**config.mk**
```make
export PLATFORM = sky130hd
export DESIGN_NAME = acdma_xbar
export DESIGN_NICKNAME = d
export VERILOG_FILES = /design/src/rtl/acdma_xbar_pkg.sv /design/src/rtl/cdma_rr_arbiter.sv /design/src/rtl/acdma_xbar.sv
export SDC_FILE = /design/constraint.sdc
export NUM_CORES = 2
export LEC_CHECK = 0
export CAP_MARGIN = 20
export CELL_PAD_IN_SITES_DETAIL_PLACEMENT = 0
export CELL_PAD_IN_SITES_GLOBAL_PLACEMENT = 1
export CORE_MARGIN = 2
export CORE_UTILIZATION = 42
export CTS_CLUSTER_SIZE = 12
export DETAILED_ROUTE_END_ITERATION = 8
export GPL_ROUTABILITY_DRIVEN = 0
export PLACE_DENSITY_LB_ADDON = 0.1
export SETUP_SLACK_MARGIN = 0.5
export SYNTH_ARGS = -nofsm -noshare
export SYNTH_HDL_FRONTEND = slang
export SYNTH_SLANG_ARGS = --single-unit
export TNS_END_PERCENT = 100
```
**constraint.sdc**
```tcl
create_clock -name clk -period 10.72 [get_ports clk]
set_input_delay 2.68 -clock clk [delete_from_list [all_inputs] [get_ports clk]]
set_output_delay 2.68 -clock clk [all_outputs]
set_load 0.01 [all_outputs]
```
**src/rtl/acdma_xbar_pkg.sv**
```systemverilog
// Shared helpers for the ACDMA crossbar: Walsh chip generator, lane/accumulator
// width functions and the port index type.
package acdma_xbar_pkg;

    typedef int unsigned port_idx_t;

    function automatic int lane_width(input int num_ports);
        return $clog2(num_ports) + 2;
    endfunction

    function automatic int acc_width(input int num_ports, input int code_width);
        return $clog2(num_ports * code_width) + 2;
    endfunction

    // Returns 1 when chip k of Walsh code `code` is -1, 0 when it is +1.
    function automatic logic walsh_chip(input port_idx_t code, input port_idx_t k);
        return ^(code & k);
    endfunction

endpackage

```
**src/rtl/cdma_rr_arbiter.sv**
```systemverilog
// Per-destination round-robin arbiter; grants at most one requester on the
// boundary strobe and advances its pointer past the winner.
module cdma_rr_arbiter
    import acdma_xbar_pkg::*;
#(
    parameter int NUM_PORTS = 8
) (
    input  logic                 clk,
    input  logic                 rst_n,
    input  logic [NUM_PORTS-1:0] req,
    input  logic                 strobe,
    output logic [NUM_PORTS-1:0] grant
);
    localparam int IW = $clog2(NUM_PORTS);

    logic [IW-1:0] rr_ptr;
    logic [IW-1:0] rr_next;
    logic [IW-1:0] idx;
    logic [IW:0]   idx_sum;
    logic          found;

    always_comb begin
        grant   = '0;
        found   = 1'b0;
        rr_next = rr_ptr;
        idx     = '0;
        idx_sum = '0;
        for (int i = 0; i < NUM_PORTS; i++) begin
            // Circular search starting at rr_ptr; the sum never exceeds 2*NUM_PORTS-2.
            idx_sum = {1'b0, rr_ptr} + (IW+1)'(i);
            if (idx_sum >= (IW+1)'(NUM_PORTS))
                idx_sum = idx_sum - (IW+1)'(NUM_PORTS);
            idx = idx_sum[IW-1:0];
            if (strobe && !found && req[idx]) begin
                found      = 1'b1;
                grant[idx] = 1'b1;
                rr_next    = (idx == IW'(NUM_PORTS - 1)) ? '0 : idx + 1'b1;
            end
        end
    end

    always_ff @(posedge clk or negedge rst_n) begin
        if (!rst_n)
            rr_ptr <= '0;
        else
            rr_ptr <= rr_next;
    end

endmodule

```
**src/rtl/acdma_xbar.sv**
```systemverilog
// ACDMA crossbar: Walsh-spread inputs share one summed channel, outputs despread.
// Optional decode-error checking is enabled with `define CDMA_XBAR_CHECK_EN.
module acdma_xbar
    import acdma_xbar_pkg::*;
#(
    parameter int NUM_PORTS  = 8,
    parameter int DATA_WIDTH = 8,
    parameter int CODE_WIDTH = 8
) (
    input  logic                                   clk,
    input  logic                                   rst_n,
    input  logic [NUM_PORTS-1:0]                   in_valid,
    input  logic [NUM_PORTS*DATA_WIDTH-1:0]        in_data,
    input  logic [NUM_PORTS*$clog2(NUM_PORTS)-1:0] in_dest,
    output logic [NUM_PORTS-1:0]                   in_ready,
    output logic [NUM_PORTS-1:0]                   out_valid,
    output logic [NUM_PORTS*DATA_WIDTH-1:0]        out_data,
    output logic [NUM_PORTS*$clog2(NUM_PORTS)-1:0] out_src
`ifdef CDMA_XBAR_CHECK_EN
    ,
    output logic [NUM_PORTS-1:0]                   out_err
`endif
);
    localparam int IW = $clog2(NUM_PORTS);
    localparam int KW = $clog2(CODE_WIDTH);
    localparam int LW = lane_width(NUM_PORTS);
    localparam int AW = acc_width(NUM_PORTS, CODE_WIDTH);

    if (NUM_PORTS < 2 || CODE_WIDTH < NUM_PORTS || (CODE_WIDTH & (CODE_WIDTH - 1)) != 0) begin : g_bad_params
        $error("acdma_xbar: NUM_PORTS must be >= 2, CODE_WIDTH a power of two >= NUM_PORTS");
    end

    logic [KW-1:0]        k;
    logic [KW-1:0]        kd;
    logic                 boundary;
    logic [NUM_PORTS-1:0] req  [NUM_PORTS];
    logic [NUM_PORTS-1:0] gnt  [NUM_PORTS];
    logic [NUM_PORTS-1:0] gnt_any;
    logic [IW-1:0]        gnt_src [NUM_PORTS];

    // The channel register delays every chip by one cycle, so decode runs on k-1.
    assign boundary = (k == KW'(CODE_WIDTH - 1));
    assign kd       = k - 1'b1;

    always_comb begin
        for (int d = 0; d < NUM_PORTS; d++)
            for (int p = 0; p < NUM_PORTS; p++)
                req[d][p] = in_valid[p] && (in_dest[p*IW +: IW] == IW'(d));
    end

    for (genvar d = 0; d < NUM_PORTS; d++) begin : g_arb
        cdma_rr_arbiter #(.NUM_PORTS(NUM_PORTS)) u_arb (
            .clk    (clk),
            .rst_n  (rst_n),
            .req    (req[d]),
            .strobe (boundary),
            .grant  (gnt[d])
        );
    end

    always_comb begin
        in_ready = '0;
        for (int d = 0; d < NUM_PORTS; d++) begin
            in_ready   = in_ready | gnt[d];
            gnt_any[d] = |gnt[d];
            gnt_src[d] = '0;
            for (int p = 0; p < NUM_PORTS; p++)
                if (gnt[d][p]) gnt_src[d] = IW'(p);
        end
    end

    logic [NUM_PORTS-1:0]  hold_valid;
    logic [DATA_WIDTH-1:0] hold_data [NUM_PORTS];
    logic [IW-1:0]         hold_dest [NUM_PORTS];
    logic [NUM_PORTS-1:0]  enc_grant;
    logic [NUM_PORTS-1:0]  dec_grant;
    logic [IW-1:0]         enc_src [NUM_PORTS];
    logic [IW-1:0]         dec_src [NUM_PORTS];

    logic [DATA_WIDTH-1:0][LW-1:0] chan;
    logic [DATA_WIDTH-1:0][LW-1:0] chan_next;

    // Bipolar value per lane is +1 exactly when the data bit differs from the chip sign bit.
    always_comb begin
        chan_next = '0;
        for (int p = 0; p < NUM_PORTS; p++) begin
            if (hold_valid[p]) begin
                for (int b = 0; b < DATA_WIDTH; b++) begin
                    if (hold_data[p][b] ^ walsh_chip(32'(hold_dest[p]), 32'(k)))
                        chan_next[b] = chan_next[b] + LW'(1);
                    else
                        chan_next[b] = chan_next[b] - LW'(1);
                end
            end
        end
    end

    localparam logic signed [AW-1:0] CW_POS = AW'(CODE_WIDTH);
    localparam logic signed [AW-1:0] CW_NEG = -CW_POS;

    logic signed [AW-1:0]  acc      [NUM_PORTS][DATA_WIDTH];
    logic signed [AW-1:0]  acc_next [NUM_PORTS][DATA_WIDTH];
    logic signed [AW-1:0]  lane_s;
    logic [DATA_WIDTH-1:0] dec_data [NUM_PORTS];
    logic [NUM_PORTS-1:0]  dec_err;

    always_comb begin
        lane_s  = '0;
        dec_err = '0;
        for (int q = 0; q < NUM_PORTS; q++) begin
            dec_data[q] = '0;
            for (int b = 0; b < DATA_WIDTH; b++) begin
                lane_s = AW'($signed(chan[b]));
                if (walsh_chip(port_idx_t'(q), 32'(kd)))
                    lane_s = -lane_s;
                acc_next[q][b] = ((kd == '0) ? '0 : acc[q][b]) + lane_s;
                dec_data[q][b] = (acc_next[q][b] > 0);
                if (acc_next[q][b] != CW_POS && acc_next[q][b] != CW_NEG)
                    dec_err[q] = 1'b1;
            end
        end
    end

    always_ff @(posedge clk or negedge rst_n) begin
        if (!rst_n) begin
            k          <= '0;
            hold_valid <= '0;
            enc_grant  <= '0;
            dec_grant  <= '0;
            chan       <= '0;
            out_valid  <= '0;
            out_data   <= '0;
            out_src    <= '0;
`ifdef CDMA_XBAR_CHECK_EN
            out_err    <= '0;
`endif
            for (int p = 0; p < NUM_PORTS; p++) begin
                hold_data[p] <= '0;
                hold_dest[p] <= '0;
                enc_src[p]   <= '0;
                dec_src[p]   <= '0;
                for (int b = 0; b < DATA_WIDTH; b++)
                    acc[p][b] <= '0;
            end
        end else begin
            k    <= k + 1'b1;
            chan <= chan_next;
            acc  <= acc_next;
            if (boundary) begin
                hold_valid <= in_ready;
                enc_grant  <= gnt_any;
                dec_grant  <= enc_grant;
                for (int p = 0; p < NUM_PORTS; p++) begin
                    if (in_ready[p]) begin
                        hold_data[p] <= in_data[p*DATA_WIDTH +: DATA_WIDTH];
                        hold_dest[p] <= in_dest[p*IW +: IW];
                    end
                    enc_src[p] <= gnt_src[p];
                    dec_src[p] <= enc_src[p];
                end
            end
            out_valid <= '0;
            if (kd == KW'(CODE_WIDTH - 1)) begin
                for (int q = 0; q < NUM_PORTS; q++) begin
                    if (dec_grant[q]) begin
                        out_valid[q]                           <= 1'b1;
                        out_data[q*DATA_WIDTH +: DATA_WIDTH]   <= dec_data[q];
                        out_src[q*IW +: IW]                    <= dec_src[q];
`ifdef CDMA_XBAR_CHECK_EN
                        out_err[q]                             <= dec_err[q];
`endif
                    end
                end
            end
        end
    end

endmodule

```
## After elaboration in Yosys (flattened, before gate mapping)

Index checks and enable logic that the tools add are counted.

- Register bits: 835
- Input bits: 98
- Word-level logic and storage cells: 2,201

- Add/subtract/negate cells: 370
- Bitwise gates (word level): 135
- Muxes and demuxes: 825
- Reduce and logical (&&, ||, !) cells: 360
- Eq/ne operators: 122
- Magnitude comparators: 256

Operators with widths:

| cell | count |
|---|---|
| $mux 8 | 185 |
| $mux 3 | 240 |
| $add 8x8->8 | 64 |
| $gt 8x1->1 const B | 64 |
| $or 8x8->8 | 63 |
| $reduce_xor 32->1 | 15 |
| $mux 40 | 8 |
| $mux 5 | 64 |
| $eq 3x3->1 const B | 98 |
| $add 5x1->5 const B | 56 |
| $sub 5x1->5 const B | 56 |
| $lt 3x4->1 const B | 64 |
| $logic_and 1x1->1 | 248 |
| $ge 4x4->1 const B | 56 |
| $mux 1 | 200 |
| $add 3x1->3 const B | 65 |
| $sub 3x1->3 const B | 65 |
| $bmux 1 s3 | 64 |
| $demux 1 s3 | 64 |
| $ge 3x1->1 const B | 64 |
| $add 3x3->4 const B | 32 |
| $add 3x2->4 const B | 16 |
| $neg 5->8 | 8 |
| $reduce_bool 8->1 | 8 |
| 10 further kinds | 201 |

## Longest topological paths before layout

- Depth in word-level cells: 42
- Mapped depth: 39
- Gate-level depth less buffers: 37

## Modules after synthesis

Synthesis repeated with hierarchy kept, for this count alone.

- Cell total of the unflattened synthesis: 7,453
- Area, all modules: 71,810.1 um^2

Modules (own cells, without submodules):

| module | times used | cells each | area each (um^2) | seq. area each (um^2) |
|---|---|---|---|---|
| acdma_xbar | 1 | 6,090 | 58,656.3 | 20,119.3 |
| cdma_rr_arbiter (g_arb[1].u_arb ...) | 6 | 171 | 1,667.8 | 75.1 |
| cdma_rr_arbiter (g_arb[7].u_arb) | 1 | 171 | 1,604.0 | 75.1 |
| cdma_rr_arbiter (g_arb[0].u_arb) | 1 | 166 | 1,542.7 | 75.1 |

## Worst setup path after synthesis

No wires, ideal clock.

- Kind: in2out
- From: in in_dest[5]
- To: out in_ready[6]
- Slack: 2.129 ns
- Path buffers: 2
- Data arrival time: 5.911 ns
- Cell stages on the path: 12
- Cells stage by stage: buf_2 > nand4bb_1 > mux2_2 > mux4_2 > o21a_1 > buf_6 > and4_1 > a2111o_1 > or3_1 > a211o_1 > nor4_4 > inv_4

- Longest elaborated chain between the ends: 41
- Elaborated cells between the ends (all ways): 503
- Those cells by class: eq/ne (7); mux (248); bitwise (63); reduce/logical (185)

Ends and longest elaborated chain:

| what | RTL line | RTL |
|---|---|---|
| start, declared | acdma_xbar.sv:14 | `input logic [NUM_PORTS*$clog2(NUM_PORTS)-1:0] in_dest,` |
| $eq 3x1->1 or $logic_not 3->1 (tied branches) | acdma_xbar.sv:48 | `req[d][p] = in_valid[p] && (in_dest[p*IW +: IW] == IW'(d));` |
| $logic_and 1x1->1 | acdma_xbar.sv:48 |  |
| $bmux 1 s3 | cdma_rr_arbiter.sv:34 | `if (strobe && !found && req[idx]) begin` |
| $mux 1 (implied by the code) | cdma_rr_arbiter.sv:34 |  |
| $logic_and 1x1->1 | cdma_rr_arbiter.sv:34 |  |
| $mux 1 | cdma_rr_arbiter.sv:34 |  |
| $logic_not 1->1 | cdma_rr_arbiter.sv:34 |  |
| $logic_and 1x1->1 (2 in a row) | cdma_rr_arbiter.sv:34 |  |
| [... 17 more ...] | -- |  |
| $logic_not 1->1 | cdma_rr_arbiter.sv:34 |  |
| $logic_and 1x1->1 (2 in a row) | cdma_rr_arbiter.sv:34 |  |
| $mux 1 | cdma_rr_arbiter.sv:34 |  |
| $logic_not 1->1 | cdma_rr_arbiter.sv:34 |  |
| $logic_and 1x1->1 (2 in a row) | cdma_rr_arbiter.sv:34 |  |
| $mux 8 | cdma_rr_arbiter.sv:34 |  |
| $or 8x8->8 (6 in a row) | acdma_xbar.sv:64 | `in_ready = in_ready \| gnt[d];` |
| $or 8x8->8 (*) | acdma_xbar.sv:64 |  |
| end, declared | acdma_xbar.sv:15 | `output logic [NUM_PORTS-1:0] in_ready,` |

Mark *: on every way between the ends. The rest lies on a longest branch, timed or not. The select of a mux whose other input is x is not followed.

## Worst setup path in the final report

- From: in in_dest[15]
- To: out in_ready[4]

The elaborated chain is that of the path after synthesis.

==> flow_summary.yaml <==
synth:
  async_reset_ff_share_pct: 100
  avgSynthCellArea_sq_um: 9.23
  netlist.area_leader.share_pct: 28.9
  synth.area.mux_share_pct: 7.17
  yosysWarnings: 0
  syn_area_sq_um: 71600
  synth-seq-area-share_pct: 28.9
  synth-xor-area-share_pct: 10.4
  synth_simple_gate_area_share_pct: 14.8
  ys_seq_elements: 828
  yosys.cell_types.count: 109
  ys.flop_type: "dfrtp_1"
  synth_nets: 8737
  synth_top_family_by_area: "compound AO/OA/AOI/OAI gates"
  synth-adder-area-share_pct: 16.6
  synth_compound_area_share_pct: 17.1
  synthTopCellsByArea: "dfrtp_1, ha_1, xnor2_1"
  yosysTopAreaCell: "dfrtp_1"
  synth_edf_count: 0
  synthCells: 7764
global_routing:
  grt_pass1_wl_um: 341000
  grt_max_degree: 148
  gr-total-overflow: 0
  grt.total_usage_pct: 24.8
  antenna_found_initial: 2
  grt_pass1_vias: 57885
cells_and_area:
  layout_commonest_cell: "dfrtp_1"
  final_cell_mix: "dfrtp_1, ha_1, xnor2_1"
  syn2layout_area_growth_pct: 12.3
  drive_gt1_share_pct: 10.3
  fillers: 16029
  final_nets: 8903
routing:
  first_iter_violations: 4560
  viasPerCell: 5.65
  wirelength_um: 218000
  dr.pass1.iters: 7
  vias: 57764
  ant_nets: 0
  wl_per_cell_um: 21.3
  route.detailed.drc: 0
clocking:
  clockBufferDepth: 3
  path_clk_slew_ns: 0.06
  numCtsBuffers: 103
  cts_tree: "done"
  insertion_delay_ns: 0.73
  clock_sinks: 828
  cts_hold_buf: 0
  htreeDepth: 3
  cts_root_buf: "clkbuf_16"
outcome:
  outcome: "finished clean"
die:
  die_h_um: 417
  num_rows: 151
  dieWidth_um: 417
  pin_count: 202
  fp.coreArea_sq_um: 169000
  dieArea_sq_um: 174000
  initial_core_util_pct: 42.3
timing:
  final.setup_skew_ns: 0.0378
  setup_violations: 0
  period_minus_slack_ns: 10.14
  final_hold_viol_count: 0
  relSlewSlack_pct: 26.0
  rsz0062_at_grt: "true"
  drv_slew: 0
  period_share_pct: 94.6
  fmax_ghz: 0.0986
  tightest_slew_ns: 1.10
  finalHoldWorstSlack_ns: 0.475
  tns_ns: 0
place:
  place_hpwl_um: 160000
  io_buffer_count: 201
worst_hold_path:
  hold_class: "flop to flop"
critical_path:
  crit_path_start_kind: "input pin"
  cp.arrival_ns: 7.46
  endpoint_kind: "output pin"
  criticalPathCategory: "input pin to output pin"
  crit_path_max_fanout: 11
  crit_required_ns: 8.04
run:
  cap_viol_max_count: 0
worst max-delay path, stage by stage:
cell	delay (ns)
clkdlybuf4s50_1	0.77
nand4b_1	0.26
buf_4	0.21
mux2_2	0.26
mux4_2	0.51
and2_1	0.18
nor3b_2	0.19
a221oi_2	0.38
mux2i_1	0.26
or4_1	0.55
or4_1	0.53
buf_4	0.20
clkdlybuf4s50_1	0.49
cell usage after synthesis, types with 37 or more instances:
library cell  instances
dfrtp_1             828
ha_1                747
xnor2_1             582
inv_1               554
nand2_1             549
a21oi_1             490
and2_1              436
o21ai_0             363
nor2_1              347
mux2_2              282
clkbuf_1            263
xor2_1              255
o21bai_1            229
a21o_1              214
fa_1                128
nor3_1               99
nor4_1               98
mux2i_1              94
o31ai_1              89
or4_1                72
nand3_1              68
o22ai_1              68
buf_2                56
o211ai_1             40
a22oi_1              37
cell families after synthesis:
family	after synthesis
flip-flops	828
XOR/XNOR	841
AND/OR/NAND/NOR	1995
AO/OA/AOI/OAI	1876
buffers and inverters	922
multiplexers	427
adder cells (fa/ha/maj)	875
per-stage QoR:
stage,cells,setup WS [ns],instance area [sq um],util (%)
3_5_place_dp,10025,0.379,76600,45.2
5_1_grt,10228,0.414,80400,47.4
2_1_floorplan,7764,2.13,71600,-
6_report,10229,0.582,80400,47.5
3_3_place_gp,10023,0.395,76600,45.2
4_1_cts,10211,0.451,80200,47.3
cell type report:
| type | instances | area, sq um | share of cell area [%] |
|---|---|---|---|
| diodes | 1 | 2.50 | 0.00311 |
| flip-flops and latches | 828 | 20700 | 25.8 |
| inverters | 575 | 2160 | 2.69 |
| well taps | 2218 | 2780 | 3.45 |
| repair buffers | 407 | 3670 | 4.57 |
| multi-input cells | 6015 | 47500 | 59.1 |
| clock buffers | 142 | 2940 | 3.65 |
| clock inverters | 43 | 626 | 0.778 |
routing by layer:
layer  part of all wire, %  global-route usage (%)
met5                0.0060                       0
met4                   4.3                    10.4
met3                   4.7                    2.90
met2                    45                    39.8
met1                    46                    33.9
worst paths after layout:
kind / start / endpoint / slack, ns / cells past startpoint
max: in_dest[15] / in_ready[4] / 0.58 / 13
min: out_data[44] / out_data[44] / 0.48 / 2
max reg2reg: k[0] / chan[39] / 1.75 / 34
min reg2reg: out_data[44] / out_data[44] / 0.48 / 2
max in group asynchronous: rst_n / chan[4] / 6.63 / 3
min in group asynchronous: rst_n / out_valid[7] / 1.95 / 1
registers in the layout, indices dropped and copies added, names as in the netlist:
signal,count
acc,512
hold_data,64
out_data,64
chan,33
dec_src,24
enc_src,24
g_arb.u_arb.rr_ptr,24
hold_dest,24
out_src,24
dec_grant,8
enc_grant,8
hold_valid,8
out_valid,8
k,3
timing repair:
| item | 4_1_cts | 5_1_grt |
|---|---|---|
| cloned | 0 | 1 |
| resized for setup | 4 | 19 |
| hold endpoints to repair | 0 | 0 |
| setup buffers | 1 | 14 |
| setup endpoints to repair | 3 | 8 |
| pin swaps | 1 | 3 |
Power is not shown: default switching activity piles up to over one toggle a cycle in this logic, so the estimate is an artifact.
